## config.mk

```make
export PLATFORM = sky130hd
export DESIGN_NAME = sevenseg_frame_driver
export DESIGN_NICKNAME = d
export VERILOG_FILES = /design/src/rtl/sevenseg_frame_driver.sv
export SDC_FILE = /design/constraint.sdc
export NUM_CORES = 1
export LEC_CHECK = 0
export BUFFER_PORTS_ARGS = -buffer_cell sky130_fd_sc_hd__buf_2
export CELL_PAD_IN_SITES_DETAIL_PLACEMENT = 2
export CELL_PAD_IN_SITES_GLOBAL_PLACEMENT = 2
export CORE_MARGIN = 1
export CORE_UTILIZATION = 35
export DETAILED_ROUTE_END_ITERATION = 8
export GPL_ROUTABILITY_DRIVEN = 0
export GPL_TIMING_DRIVEN = 0
export HOLD_SLACK_MARGIN = 0.1
export PLACE_DENSITY = 0.75
export SLEW_MARGIN = 20
export SYNTH_ARGS = -nofsm -noshare
export SYNTH_HDL_FRONTEND = slang
export SYNTH_SLANG_ARGS = --single-unit
```

## constraint.sdc

```tcl
create_clock -name clk -period 3.14 [get_ports clk]
set_input_delay 0.628 -clock clk [delete_from_list [all_inputs] [get_ports clk]]
set_output_delay 0.628 -clock clk [all_outputs]
set_load 0.02 [all_outputs]
```

## src/rtl/sevenseg_frame_driver.sv

```systemverilog
// Purpose: double-buffered 5-digit hex frame -> multiplexed active-low 7-segment/anode drive.
// Latency: segments update 1 clk after a select change; the anode lights BLANK_CYCLES+1 clks after it.
// Backpressure: frame_ready drops once a frame is captured and recovers 1 clk after the refresh-wrap swap.
//
// Ports:
//   clk, reset_n       clock and asynchronous active-low reset
//   sel                display select from the refresh counter (0..NUM_DIGITS-1 valid)
//   frame_digits/dp    new frame (digit i at [4i+3:4i]) and decimal points, 1 = lit
//   frame_valid/ready  frame handshake; capture when both high
//   digit_en           live per-digit enable, 0 = anode kept off
//   blink_mask         per-digit blink select (only when DISP_BLINK_EN is defined)
//   seg_n, dp_n, an_n  registered active-low segment {g..a}, decimal point and anode lines
//
// Build option: define DISP_BLINK_EN to add blink_mask and the free-running blink timer.
module sevenseg_frame_driver #(
  parameter int NUM_DIGITS        = 5,
  parameter int BLANK_CYCLES      = 64,
  parameter int BLINK_HALF_CYCLES = 6375000
) (
  input  logic                    clk,
  input  logic                    reset_n,
  input  logic [2:0]              sel,
  input  logic [4*NUM_DIGITS-1:0] frame_digits,
  input  logic [NUM_DIGITS-1:0]   frame_dp,
  input  logic                    frame_valid,
  output logic                    frame_ready,
  input  logic [NUM_DIGITS-1:0]   digit_en,
`ifdef DISP_BLINK_EN
  input  logic [NUM_DIGITS-1:0]   blink_mask,
`endif
  output logic [6:0]              seg_n,
  output logic                    dp_n,
  output logic [NUM_DIGITS-1:0]   an_n
);

  localparam int             BW         = (BLANK_CYCLES > 1) ? $clog2(BLANK_CYCLES) : 1;
  localparam logic [BW-1:0]  BLANK_LOAD = BW'(BLANK_CYCLES - 1);
  localparam logic [2:0]     LAST_SEL   = 3'(NUM_DIGITS - 1);
  localparam logic [3:0]     NUM_SEL    = 4'(NUM_DIGITS);

  if (BLANK_CYCLES < 1 || BLINK_HALF_CYCLES < 1) begin : g_bad_params
    $error("sevenseg_frame_driver: BLANK_CYCLES and BLINK_HALF_CYCLES must be >= 1");
  end

  logic [4*NUM_DIGITS-1:0] act_digits, shd_digits, act_digits_nxt;
  logic [NUM_DIGITS-1:0]   act_dp, shd_dp, act_dp_nxt;
  logic                    pending;
  logic                    armed;
  logic [2:0]              sel_q;
  logic [BW-1:0]           blank_cnt;
  logic [NUM_DIGITS-1:0]   en_eff;
  logic                    sel_chg, sel_ok, swap, capture;
  logic [3:0]              dig_nxt;
  logic                    dp_bit_nxt;
  logic                    en_cur;
  logic [NUM_DIGITS-1:0]   an_lit;

  function automatic logic [6:0] hex_to_seg(input logic [3:0] v);
    logic [6:0] s;
    case (v)
      4'h0: s = 7'h40;  4'h1: s = 7'h79;  4'h2: s = 7'h24;  4'h3: s = 7'h30;
      4'h4: s = 7'h19;  4'h5: s = 7'h12;  4'h6: s = 7'h02;  4'h7: s = 7'h78;
      4'h8: s = 7'h00;  4'h9: s = 7'h10;  4'hA: s = 7'h08;  4'hB: s = 7'h03;
      4'hC: s = 7'h46;  4'hD: s = 7'h21;  4'hE: s = 7'h06;  default: s = 7'h0E;
    endcase
    return s;
  endfunction

  assign frame_ready = ~pending;

  always_comb begin
    sel_chg        = (sel != sel_q);
    sel_ok         = ({1'b0, sel} < NUM_SEL);
    // Swap only on the last->first wrap, so a refresh always shows one whole frame.
    swap           = pending && (sel_q == LAST_SEL) && (sel == 3'd0);
    capture        = frame_valid && !pending;
    act_digits_nxt = swap ? shd_digits : act_digits;
    act_dp_nxt     = swap ? shd_dp : act_dp;
    dig_nxt        = 4'h0;
    dp_bit_nxt     = 1'b0;
    en_cur         = 1'b0;
    an_lit         = '1;
    // Loop-based mux keeps out-of-range selects from indexing past the buffers.
    for (int i = 0; i < NUM_DIGITS; i++) begin
      if (sel == 3'(i)) begin
        dig_nxt    = act_digits_nxt[4*i +: 4];
        dp_bit_nxt = act_dp_nxt[i];
      end
      if (sel_q == 3'(i)) begin
        en_cur    = en_eff[i];
        an_lit[i] = 1'b0;
      end
    end
  end

  always_ff @(posedge clk or negedge reset_n) begin
    if (!reset_n) begin
      act_digits <= '0;
      act_dp     <= '0;
      shd_digits <= '0;
      shd_dp     <= '0;
      pending    <= 1'b0;
    end else begin
      act_digits <= act_digits_nxt;
      act_dp     <= act_dp_nxt;
      if (swap) begin
        pending <= 1'b0;
      end else if (capture) begin
        shd_digits <= frame_digits;
        shd_dp     <= frame_dp;
        pending    <= 1'b1;
      end
    end
  end

  // armed stays low until the first select change, so a counter that is
  // already zero out of reset does not light a digit without a blank gap.
  always_ff @(posedge clk or negedge reset_n) begin
    if (!reset_n) begin
      sel_q     <= 3'd0;
      armed     <= 1'b0;
      blank_cnt <= '0;
      seg_n     <= 7'h7F;
      dp_n      <= 1'b1;
      an_n      <= '1;
    end else if (sel_chg) begin
      sel_q     <= sel;
      armed     <= 1'b1;
      blank_cnt <= BLANK_LOAD;
      an_n      <= '1;
      seg_n     <= sel_ok ? hex_to_seg(dig_nxt) : 7'h7F;
      dp_n      <= sel_ok ? ~dp_bit_nxt : 1'b1;
    end else if (blank_cnt != '0) begin
      blank_cnt <= blank_cnt - BW'(1);
      an_n      <= '1;
    end else begin
      // Re-evaluated every cycle so digit_en (and blink) act on a lit anode at once.
      an_n <= (armed && en_cur) ? an_lit : '1;
    end
  end

`ifdef DISP_BLINK_EN
  localparam int            KW        = (BLINK_HALF_CYCLES > 1) ? $clog2(BLINK_HALF_CYCLES) : 1;
  localparam logic [KW-1:0] BLINK_TOP = KW'(BLINK_HALF_CYCLES - 1);

  logic [KW-1:0] blink_cnt;
  logic          blink_phase;

  always_ff @(posedge clk or negedge reset_n) begin
    if (!reset_n) begin
      blink_cnt   <= '0;
      blink_phase <= 1'b0;
    end else if (blink_cnt == BLINK_TOP) begin
      blink_cnt   <= '0;
      blink_phase <= ~blink_phase;
    end else begin
      blink_cnt <= blink_cnt + KW'(1);
    end
  end

  // During the dark phase a blinking digit behaves exactly like a disabled one.
  assign en_eff = digit_en & ~(blink_mask & {NUM_DIGITS{blink_phase}});
`else
  assign en_eff = digit_en;
`endif

endmodule

```

After elaboration in Yosys (flattened, before gate mapping)

Memory sizes are Yosys's and may differ from the RTL's.
Cells that the tools add are included.

Flip-flop bits (word level): 74
Memory bits (read-only): 112
Output and inout bits: 14
Logic and storage cells: 68
Memories: 1

Add/sub/neg operators: 1
$lt $le $gt $ge: 1
Eq/ne operators: 9
Mux-type cells: 31
Bitwise operators: 3
Reductions and logical operators: 11

Memories:

| name            | words | width | read ports | clocked after memory_dff | wr ports | RTL line | RTL |
|---|---|---|---|---|---|---|---|
| (no name shown) | 16    | 7     | 1          | 0                        | 0        | 60       | `case (v)` |

Operators by type and width:

| cell                                                                  | number |
|---|---|
| 20-bit two-way mux                                                    | 1 |
| 4-bit two-way mux                                                     | 5 |
| 5-bit two-way mux                                                     | 4 |
| 1-bit two-way mux                                                     | 18 |
| 3-bit by 2-bit equality test with 1-bit output, second input constant | 4 |
| 6-bit two-way mux                                                     | 2 |
| 7-bit two-way mux                                                     | 1 |
| 3-bit by 1-bit equality test with 1-bit output, second input constant | 2 |
| 3-bit equality test, second input constant                            | 2 |
| 3-bit zero test                                                       | 2 |
| 6-bit nonzero test                                                    | 1 |
| 6-bit by 1-bit subtractor with 6-bit output, second input constant    | 1 |
| 1-bit logical AND                                                     | 4 |
| 2-bit nonzero test                                                    | 2 |
| 3-bit less-than comparator, second input constant                     | 1 |
| 3-bit != test                                                         | 1 |
| 1-bit inverter                                                        | 3 |
| 2-bit AND reduction                                                   | 1 |
| 1-bit zero test                                                       | 1 |

Logic depth before layout (Yosys ltp)

Gate-level depths: netlist of run 1.

Word-level depth: 11
Gate-level depth with buffers: 11

Worst setup path before layout of run 1

Ideal clock, no wire load.

Path kind: input to register
From: input sel[1]
To: register seg_n[1]
Arrival time: 2.727 ns
Required time: 3.057 ns
Setup slack: 0.330 ns
Stages on the path: 10
Cells stage by stage: buf_2 -> buf_1 -> mux2_2 -> a32oi_1 -> o31ai_2 -> inv_1 -> ha_1 -> nor3_1 -> a211oi_1 -> o32a_1

Cells in the longest elaborated chain, start to end: 10
Elaborated cells between the ends (all ways): 16
Those cells by class: order compare (1); eq/ne (5); mux (7); reduce/logical (2); memory (1)

RTL lines:

| item                            | RTL line | RTL |
|---|---|---|
| start, declared                 | 22       | `input logic [2:0] sel,` |
| 3-bit zero test                 | 75, 85   |  |
| 1-bit logical AND               | 75       | `swap = pending && (sel_q == LAST_SEL) && (sel == 3'd0);` |
| 20-bit two-way mux              | 77       | `act_digits_nxt = swap ? shd_digits : act_digits;` |
| 4-bit two-way mux (5 in series) | 85       | `if (sel == 3'(i)) begin` |
| memory 16 x 7 bit               | --       |  |
| 7-bit two-way mux               | 131      | `seg_n <= sel_ok ? hex_to_seg(dig_nxt) : 7'h7F;` |
| end signal, assigned            | 131      |  |
| end, declared                   | 31       | `output logic [6:0] seg_n,` |

Several ways; a longest one is shown, not always the timed one.
A chain may end at the register's enable or synchronous reset.

Final worst setup path of run 1

From: register sel_q[1]
To: register seg_n[1]

Cells in the longest elaborated chain, start to end: 11
Elaborated cells between the ends (all ways): 12
Those cells by class: eq/ne (2); mux (7); reduce/logical (2); memory (1)

RTL lines:

| item                            | RTL line | RTL |
|---|---|---|
| start, declared                 | 49       | `logic [2:0] sel_q;` |
| start signal, assigned          | 127      | `sel_q <= sel;` |
| 3-bit equality test             | 75       |  |
| 1-bit logical AND (2 in series) | 75       |  |
| 20-bit two-way mux              | 77       |  |
| 4-bit two-way mux (5 in series) | 85       |  |
| memory 16 x 7 bit               | --       |  |
| 7-bit two-way mux               | 131      |  |

Several ways; a longest one is shown, not always the timed one.

==> out/results.ini, run 1 <==
[outcome]
status=finished, final reports clean

[sta]
slew_headroom_pct=46.5
max_freq_ghz=0.353
finClkSkew_ns=0.00877
worst_pin_slew_ns=0.797
fin_crit_sh_pct=90.1
post-route-min-period_ns=2.83
fin_ws_ns=0.311
rsz0062_at_grt=false
slew_viol_final=0
timing.final.hold_violations=0
fin_hold_ws_ns=0.225
finalSetupViolations=0
fin_tns_setup_ns=0

[clock_network]
clock_sinks=74
cts_tree=built
cts_hold_buf=0
insertion_delay_ns=0.35
cts.htree.levels=3
clk_pin_slew_ns=0.08
cts_root_buffer=clkbuf_8
cts_inserted_buffers=9
cts_setup_buffers=0
clockBufferDepth=2
cts_resized=1

[logic_synthesis]
yosys.area_share.simple_pct=10.9
synth_area_leader_cell=dfrtp_1
synth_top_family_by_area=multiplexers
syn_nets=328
synth-seq-cells=74
synth-edff-count=0
ys_seq_area_share_pct=53.6
synth_ff_type=dfrtp_1
synth_warnings=0
netlist_area_um2=3480
synth_fa_ha_area_share_pct=2.51
synth_compound_area_share_pct=9.77
yosys.area.top_type_share_pct=43.8
async_flop_share_pct=100
syn_avg_cell_area_um2=12.2
muxShareOfSynthArea_pct=18.9
ys_types=53
syn-instance-count=285
synth_xor_area_share_pct=1.01
ys_top_cells_by_area=dfrtp_1, mux2_2, dfstp_2

[routing]
finalWirelength_mm=8.19
drt_first_pass_iters=4
vias=2436
wl_per_cell_um=17.0
routed_via_density=5.06
drc_errors=0
drt_iter0_markers=35
ant_nets=0

[layout]
nets=386
diodes=0
fill_cells=1056
layout-drive-gt1-share_pct=40.2
syn_to_final_growth_pct=18.7
final_cells=481

[critical_path]
r2r-start=sel_q[1]
crit_end=seg_n[1]
crit_slowest_cell=o31ai_4
reg2reg_slack_ns=0.31
timing.rr.end=seg_n[1]
crit_type=flip-flop to flip-flop
critPathBufInv=3
crit_start=sel_q[1]
critPathArrivalTime_ns=3.11
cp_data_required_time_ns=3.42
worst-path-stages=10
slowest_delay_ns=0.41
path_cells=buf_2 -> and4bb_1 -> buf_6 -> nor3_1 -> o31ai_4 -> inv_1 -> ha_1 -> nor3_1 -> a211oi_1 -> o32a_1
cpLargestDelayFamily=compound AO/OA/AOI/OAI gates
crit_top_cell=nor3_1
cp_max_fo=10
start_kind=flip-flop
reg2reg_depth=10
cp-end-kind=flip-flop

[die]
die_w_um=102
fp-row-count=36
io_pins=50
die_area_um2=10400
start_util_pct=35.8
core_region_area_um2=9730
die_y_um=102

[global_route]
antenna_found_initial=0
grt_start_max_net_pins=43
grt_pass1_vias=2752
overflow=0
grt_first_pass_wirelength_mm=13.7
grt_use_total_pct=18.0

[pwr]
peakVddDrop_mv=0.314
power_density_nw_per_um2=627
p_total_mw=2.59
p_leak_nw=1.77

[placed_design]
hpwl_mm=6.14
portBuffers=47
dp_slack_ns=-0.415
place_inst=466

[min_path]
worst_hold_path_type=primary input to asynchronous set/reset pin

[run]
maxCapViolCount=0

[through the flow]
step	instance area, µm²	util, %
after floorplan	3480	-
after detailed placement	3910	40.2
after global routing	4140	42.5
after global placement	3890	39.9
after CTS	4140	42.5
final	4140	42.5
[logic make-up (layout without fill, tap and decap cells)]
family                   after synthesis  in the layout
flip-flops                            74             74
AND/OR/NAND/NOR                       70             70
multiplexers                          58             58
AO/OA/AOI/OAI                         45             45
buffers and inverters                 27             90
adder cells (fa/ha/maj)                7              7
XOR/XNOR                               4              4
[report_power, final]
| group | total (mW) | switching (mW) | internal, mW | leakage (nW) |
|---|---|---|---|---|
| Sequential | 1.28 | 0.112 | 1.17 | 0.872 |
| Combinational | 0.491 | 0.240 | 0.250 | 0.795 |
| Clock | 0.825 | 0.354 | 0.471 | 0.107 |
[cells in the mapped netlist (2+ instances only)]
| cell type | count |
|---|---|
| clkbuf_1 | 11 |
| ha_1 | 7 |
| o221ai_1 | 2 |
| a31o_2 | 2 |
| a21boi_0 | 3 |
| a311oi_1 | 3 |
| a21oi_1 | 7 |
| nand2_1 | 14 |
| nor2_1 | 14 |
| or3_1 | 3 |
| nand3_1 | 4 |
| o21ai_0 | 6 |
| nand3b_1 | 3 |
| and3_1 | 2 |
| dfstp_2 | 13 |
| buf_2 | 5 |
| mux2_2 | 52 |
| a211oi_1 | 4 |
| nor2b_1 | 2 |
| xor2_1 | 3 |
| inv_1 | 9 |
| nor4b_1 | 2 |
| nor3b_1 | 5 |
| nor3_1 | 11 |
| o32a_1 | 3 |
| nand2b_1 | 4 |
| dfrtp_1 | 61 |
| mux2i_1 | 5 |
[sequential cells by signal (all words and copies together), names as in the netlist]
register	count
an_n	5
armed	1
act_dp	5
sel_q	3
pending	1
dp_n	1
act_digits	20
shd_digits	20
shd_dp	5
seg_n	7
blank_cnt	6
[worst min-delay path by stage]
stage | startpoint | to | slack [ns]
after CTS | reset_n | act_digits[5] | 0.22
after detailed placement | armed | armed | 0.44
final | reset_n | shd_digits[5] | 0.23
after global routing | reset_n | shd_digits[6] | 0.24
after floorplan | reset_n | act_digits[0] | 0.33
after global placement | armed | armed | 0.44
[cell type report]
class	instances	area (µm²)	share of cell area, %
Timing Repair Buffer	48	258	6.23
Clock inverter	4	76.3	1.85
Tap cell	133	166	4.02
Inverter	9	33.8	0.817
Clock buffer	12	145	3.51
Buffer	17	77.6	1.88
Sequential cell	74	1870	45.2
Multi-Input combinational cell	184	1510	36.5
[worst register-to-register path, delay by kind of cell, from the launching register on]
kind            cells  cell delay [ns]
compound gates      3             0.84
fa+ha+maj           1             0.31
simple gates        3             0.72
flops               1             0.36
buf+inv             3             0.53
[cell usage in the layout, fill, tap and decap left out, types with 6 or more instances in the layout]
| cell type | Yosys | layout |
|---|---|---|
| a21oi_1 | 7 | 7 |
| buf_2 | 5 | 51 |
| clkbuf_1 | 11 | 13 |
| clkbuf_8 | 0 | 10 |
| dfrtp_1 | 61 | 61 |
| dfstp_2 | 13 | 13 |
| ha_1 | 7 | 7 |
| inv_1 | 9 | 9 |
| mux2_2 | 52 | 52 |
| nand2_1 | 14 | 14 |
| nor2_1 | 14 | 14 |
| nor3_1 | 11 | 11 |
| o21ai_0 | 6 | 6 |
[per-layer routing]
layer  vias to the layer above  wire length (µm)  share of wire (%)  global-route usage [%]
met1                      1240              3620                 44                    21.6
met2                        38              4200                 51                    31.4
li1                       1151                 -                  -                       -
met5                         -                 0                  0                       0
met4                         0               117                1.4                    7.02
met3                         7               252                3.1                    4.07
No activity file was read; power rests on OpenSTA's default activity.
==> run 2: changes to the inputs <==
--- a/config.mk
+++ b/config.mk
@@ -5,16 +5,17 @@
 export SDC_FILE = /design/constraint.sdc
 export NUM_CORES = 1
 export LEC_CHECK = 0
-export BUFFER_PORTS_ARGS = -buffer_cell sky130_fd_sc_hd__buf_2
 export CELL_PAD_IN_SITES_DETAIL_PLACEMENT = 2
 export CELL_PAD_IN_SITES_GLOBAL_PLACEMENT = 2
 export CORE_MARGIN = 1
 export CORE_UTILIZATION = 35
 export DETAILED_ROUTE_END_ITERATION = 8
+export DONT_BUFFER_PORTS = 1
 export GPL_ROUTABILITY_DRIVEN = 0
 export GPL_TIMING_DRIVEN = 0
 export HOLD_SLACK_MARGIN = 0.1
-export PLACE_DENSITY = 0.75
+export PLACE_DENSITY = 0.69
+export REMOVE_ABC_BUFFERS = 1
 export SLEW_MARGIN = 20
 export SYNTH_ARGS = -nofsm -noshare
 export SYNTH_HDL_FRONTEND = slang
==> run 2 against run 1 <==
  * Clock skew shrank 0.00052 ns
  * Core utilization shrank 3.5 points
  * First-iteration DRC count grew 100%
  * Setup slack gained 0.0051 ns
  * Largest cell class unchanged
  * Highest routed layer unchanged
==> out/results.ini, run 2 (synthesis gave the netlist of run 1 again) <==
[sta]
fin_ws_ns=0.316  ; was 0.311 ns
rsz0062_at_grt=false  ; unchanged
worst_pin_slew_ns=0.816  ; was 0.797 ns
max_freq_ghz=0.354  ; was 0.353 GHz
fin_hold_ws_ns=0.140  ; was 0.225 ns
slew_headroom_pct=45.2  ; was 46.5%
timing.final.hold_violations=0  ; unchanged
finalSetupViolations=0  ; unchanged
post-route-min-period_ns=2.82  ; was 2.83 ns
fin_crit_sh_pct=90.0  ; was 90.1%
slew_viol_final=0  ; unchanged
finClkSkew_ns=0.00826  ; was 0.00877 ns

[die]
start_util_pct=35.8  ; unchanged
die_w_um=102  ; unchanged
core_region_area_um2=9730  ; unchanged
fp-row-count=36  ; unchanged
die_area_um2=10400  ; unchanged
die_y_um=102  ; unchanged
io_pins=50  ; unchanged

[global_route]
grt_pass1_vias=2513  ; was 2752
grt_start_max_net_pins=73  ; was 43
overflow=0  ; unchanged
grt_first_pass_wirelength_mm=13.1  ; was 13.7 mm
grt_use_total_pct=16.9  ; was 18.0%
antenna_found_initial=0  ; unchanged

[clock_network]
cts_inserted_buffers=9  ; unchanged
insertion_delay_ns=0.35  ; about the same
cts_tree=built  ; unchanged
cts.htree.levels=3  ; unchanged
clk_pin_slew_ns=0.08  ; about the same
clockBufferDepth=2  ; unchanged
clock_sinks=74  ; unchanged
cts_root_buffer=clkbuf_8  ; unchanged

[critical_path]
r2r-start=sel_q[0]  ; was sel_q[1]
critPathArrivalTime_ns=3.10  ; was 3.11 ns
reg2reg_slack_ns=0.32  ; was 0.31 ns
cp-end-kind=flip-flop  ; unchanged
start_kind=flip-flop  ; unchanged
timing.rr.end=seg_n[1]  ; unchanged
crit_type=flip-flop to flip-flop  ; unchanged
cp_max_fo=11  ; was 10
crit_start=sel_q[0]  ; was sel_q[1]
cp_data_required_time_ns=3.41  ; was 3.42 ns
reg2reg_depth=8  ; was 10

[run]
maxCapViolCount=0  ; unchanged

[layout]
most-common-layout-cells=dfrtp_1, mux2_2, nor2_1, nand2_1, dfstp_2  ; was dfrtp_1, mux2_2, buf_2, nand2_1, nor2_1
layout_commonest_cell=dfrtp_1  ; unchanged
fill_cells=1012  ; was 1056
layout-drive-gt1-share_pct=32.0  ; was 40.2%
syn_to_final_growth_pct=8.90  ; was 18.7%
nets=323  ; was 386
top_regs=act_digits x20, shd_digits x20, seg_n x7  ; unchanged
diodes=0  ; unchanged

[outcome]
status=finished, final reports clean  ; unchanged

[min_path]
worst_hold_path_type=primary input to asynchronous set/reset pin  ; unchanged

[routing]
drt_first_pass_iters=5  ; was 4
ant_nets=0  ; unchanged
wl_per_cell_um=18.5  ; was 17.0 µm
finalWirelength_mm=7.71  ; was 8.19 mm
routed_via_density=5.37  ; was 5.06
vias=2241  ; was 2436
drt_iter0_markers=71  ; was 35
drc_errors=0  ; unchanged

[placed_design]
portBuffers=0  ; was 47
hpwl_mm=5.31  ; was 6.14 mm
dp_slack_ns=-0.0200  ; was -0.415 ns

[pwr]
power_density_nw_per_um2=626  ; was 627 nW/µm²
peakVddDrop_mv=0.223  ; was 0.314 mV
p_leak_nw=1.55  ; was 1.77 nW
p_total_mw=2.37  ; was 2.59 mW

-- run 2: changes by cell type in the layout (fill, tap and decap cells not counted), sizes merged --
cell,before,now
buf,54,1
clkbuf,23,10
bufinv,2,0
dlygate4sd3,0,1
clkinv,1,4
-- run 2: final cells by class --
cell class	count	area, µm²	share of cell area [%]
clock buffers	10	138	3.63
clock inverters	5	31.3	0.824
inverters	9	33.8	0.890
multi-input cells	184	1520	40.1
flip-flops and latches	74	1870	49.2
well taps	133	166	4.39
repair buffers	2	37.5	0.989
-- run 2: repair_timing --
action | in CTS | in global routing
gates resized for setup | 1 | 1
buffers inserted | 0 | 0
cloned | 0 | 0
hold buffers | 2 | 0
endpoints found under the hold margin | 72 | 0
setup endpoints to repair | 1 | 2
-- run 2: stage by stage --
stage                     cell area (µm²)  setup TNS [ns]  cells  util [%]
after floorplan                      3400               0    267         -
after global placement               3570               0    400      36.7
after detailed placement             3580         -0.0200    400      36.8
after CTS                            3780               0    417      38.9
after global routing                 3790               0    417      39.0
final                                3790               0    417      39.0
-- run 2: worst max-delay path by stage --
stage	endpoint	slack [ns]	cells past startpoint
floorplan	seg_n[1]	0.59	8
global placement	seg_n[1]	0.09	8
detailed placement	seg_n[1]	-0.02	8
CTS	seg_n[1]	0.08	8
global route	seg_n[1]	0.07	8
finish	seg_n[1]	0.32	8
-- run 2: report_power, final --
part / switching (mW) / internal [mW]
registers: 0.144 / 1.17
clock network: 0.366 / 0.301
logic: 0.176 / 0.219
-- run 2: worst max-delay path, cell delays in order, from the launching register on --
cell,delay (ns)
dfrtp_1,0.50
and4bb_2,0.56
nor3_1,0.15
o31ai_4,0.38
inv_1,0.16
ha_1,0.31
nor3_1,0.25
a211oi_1,0.08
o32a_1,0.34
-- run 2: layer usage --
layer / GRT usage [%] / routed length (µm) / up-vias
met4: 5.35 / 92 / 0
met1: 21.0 / 3430 / 1168
li1: - / - / 1027
met2: 28.8 / 3930 / 37
met3: 4.28 / 249 / 9
met5: 0 / 0 / -
==> run 3: changes to the inputs <==
--- a/config.mk
+++ b/config.mk
@@ -7,7 +7,7 @@
 export LEC_CHECK = 0
 export CELL_PAD_IN_SITES_DETAIL_PLACEMENT = 2
 export CELL_PAD_IN_SITES_GLOBAL_PLACEMENT = 2
-export CORE_MARGIN = 1
+export CORE_MARGIN = 5
 export CORE_UTILIZATION = 35
 export DETAILED_ROUTE_END_ITERATION = 8
 export DONT_BUFFER_PORTS = 1
==> run 3 against run 2 <==
  * Routed wire length up 3.5%
  * Cell count grew 0.48%
  * Worst hold slack better by 0.014 ns
  * Cell area increased by 1.6%
  * Sequential power is essentially flat
  * Clock power rose by 24%
  * Combinational power about the same
  * Non-clock buffer count rose by 1
  * Sequential cell count did not move
  * Critical endpoint unchanged
  * Highest routed layer unchanged
==> out/results.ini, run 3 (synthesis gave the netlist of run 1 again) <==
[critical_path]
crit_top_cell=nor3_1  ; unchanged
cp-end-kind=flip-flop  ; unchanged
crit_slowest_cell=and4bb_2  ; unchanged
start_kind=flip-flop  ; unchanged
r2r-start=sel_q[0]  ; unchanged
cp_max_fo=11  ; unchanged
timing.rr.end=seg_n[1]  ; unchanged
slowest_delay_ns=0.56  ; about the same
path_cells=and4bb_2 -> nor3_1 -> o31ai_4 -> inv_1 -> ha_1 -> nor3_1 -> a211oi_1 -> o32a_1  ; unchanged
reg2reg_depth=8  ; unchanged
cp_data_required_time_ns=3.42  ; was 3.41 ns
crit_start=sel_q[0]  ; unchanged
reg2reg_slack_ns=0.28  ; was 0.32 ns
crit_type=flip-flop to flip-flop  ; unchanged
critPathArrivalTime_ns=3.14  ; was 3.10 ns

[layout]
multi_input_area_um2=1520  ; unchanged
fill_cells=1026  ; was 1012
layout-drive-gt1-share_pct=31.8  ; was 32.0%
diodes=0  ; unchanged
nets=324  ; was 323
final_area_um2=3850  ; was 3790 µm²
top_regs=act_digits x20, shd_digits x20, seg_n x7  ; unchanged
most-common-layout-cells=dfrtp_1, mux2_2, nor2_1, nand2_1, dfstp_2  ; unchanged
seq_area_um2=1870  ; unchanged
fin_util_pct=39.6  ; was 39.0%
syn_to_final_growth_pct=10.6  ; was 8.90%
layout_commonest_cell=dfrtp_1  ; unchanged

[clock_network]
insertion_delay_ns=0.35  ; about the same
cts_inserted_buffers=9  ; unchanged
clk_pin_slew_ns=0.08  ; about the same
clock_sinks=74  ; unchanged
cts_tree=built  ; unchanged
cts_setup_buffers=0  ; unchanged
cts_root_buffer=clkbuf_8  ; unchanged
cts.htree.levels=3  ; unchanged
clockBufferDepth=2  ; unchanged

[pwr]
peakVddDrop_mv=0.291  ; was 0.223 mV
p_leak_nw=1.56  ; was 1.55 nW
power_density_nw_per_um2=657  ; was 626 nW/µm²

[global_route]
overflow=0  ; unchanged
grt_first_pass_wirelength_mm=13.0  ; was 13.1 mm
grt_use_total_pct=14.2  ; was 16.9%
antenna_found_initial=0  ; unchanged
grt_start_max_net_pins=69  ; was 73
grt_pass1_vias=2508  ; was 2513

[placed_design]
dp_slack_ns=0.0247  ; was -0.0200 ns
placed_cell_area_um2=3580  ; unchanged
hpwl_mm=5.25  ; was 5.31 mm
portBuffers=0  ; unchanged

[die]
io_pins=50  ; unchanged
die_w_um=110  ; was 102 µm
fp-row-count=36  ; unchanged
core_region_area_um2=9730  ; unchanged
start_util_pct=35.8  ; unchanged
die_area_um2=12100  ; was 10400 µm²
die_y_um=110  ; was 102 µm

[sta]
finClkSkew_ns=0.00927  ; was 0.00826 ns
worst_pin_slew_ns=0.873  ; was 0.816 ns
slew_viol_final=0  ; unchanged
max_freq_ghz=0.350  ; was 0.354 GHz
finalSetupViolations=0  ; unchanged
post-route-min-period_ns=2.86  ; was 2.82 ns
slew_headroom_pct=41.4  ; was 45.2%
fin_crit_sh_pct=91.1  ; was 90.0%
fin_tns_setup_ns=0  ; unchanged
timing.final.hold_violations=0  ; unchanged
fin_ws_ns=0.279  ; was 0.316 ns
rsz0062_at_grt=false  ; unchanged

[routing]
drt_iter0_markers=49  ; was 71
drt_first_pass_iters=4  ; was 5
vias=2214  ; was 2241
wl_per_cell_um=19.0  ; was 18.5 µm
finalWirelength_mm=7.98  ; was 7.71 mm
drc_errors=0  ; unchanged
routed_via_density=5.28  ; was 5.37
ant_nets=0  ; unchanged

[outcome]
status=finished, final reports clean  ; unchanged

[run]
maxCapViolCount=0  ; unchanged

[min_path]
worst_hold_path_type=primary input to asynchronous set/reset pin  ; unchanged

==> run 3: critical path, delay by kind of cell, from the launching register on <==
kind | cells | cell delay [ns]
buf+inv | 1 | 0.17
compound gates | 3 | 0.83
fa+ha+maj | 1 | 0.31
simple gates | 3 | 0.98
flops | 1 | 0.51
==> run 3: per-stage QoR <==
step	std cells	total power, mW	hold WS [ns]
6_report	419	2.53	0.154
5_1_grt	419	2.68	0.156
4_1_cts	418	2.58	0.100
3_5_place_dp	400	1.71	0.335
3_3_place_gp	400	1.68	0.335
2_1_floorplan	267	1.59	0.332
==> run 3: worst max path at each step <==
stage | slack (ns) | endpoint | cells after the start
after global routing | 0.12 | seg_n[1] | 8
final | 0.28 | seg_n[1] | 8
after CTS | 0.10 | seg_n[1] | 8
after detailed placement | 0.02 | seg_n[1] | 8
after floorplan | 0.59 | seg_n[1] | 8
after global placement | 0.02 | seg_n[1] | 8
==> run 3: repair_timing <==
action | in CTS | in global routing
endpoints found under the setup margin | 1 | 1
gates resized for setup | 1 | 1
pin swaps | 0 | 0
endpoints found under the hold margin | 68 | 1
hold buffers | 2 | 1
==> run 3: per-layer routing <==
layer	routed length (µm)	up-vias	GRT usage, %
met5	0	-	0
met4	125	0	5.61
met3	289	9	3.64
met2	4010	36	23.2
met1	3550	1144	17.9
li1	-	1025	-
==> run 3: where the power goes <==
part	internal, mW	leakage (nW)	switching, mW	total, mW
registers	1.17	0.872	0.144	1.31
clock network	0.449	0.0987	0.376	0.825
logic	0.220	0.594	0.178	0.398
total	1.84	1.56	0.698	2.53
==> run 3: cell type report <==
class	instances	share of cell area (%)
Sequential cell	74	48.5
Multi-Input combinational cell	184	39.4
Inverter	9	0.876
Tap cell	133	4.32
Clock inverter	6	2.37
Clock buffer	10	3.31
Timing Repair Buffer	3	1.23
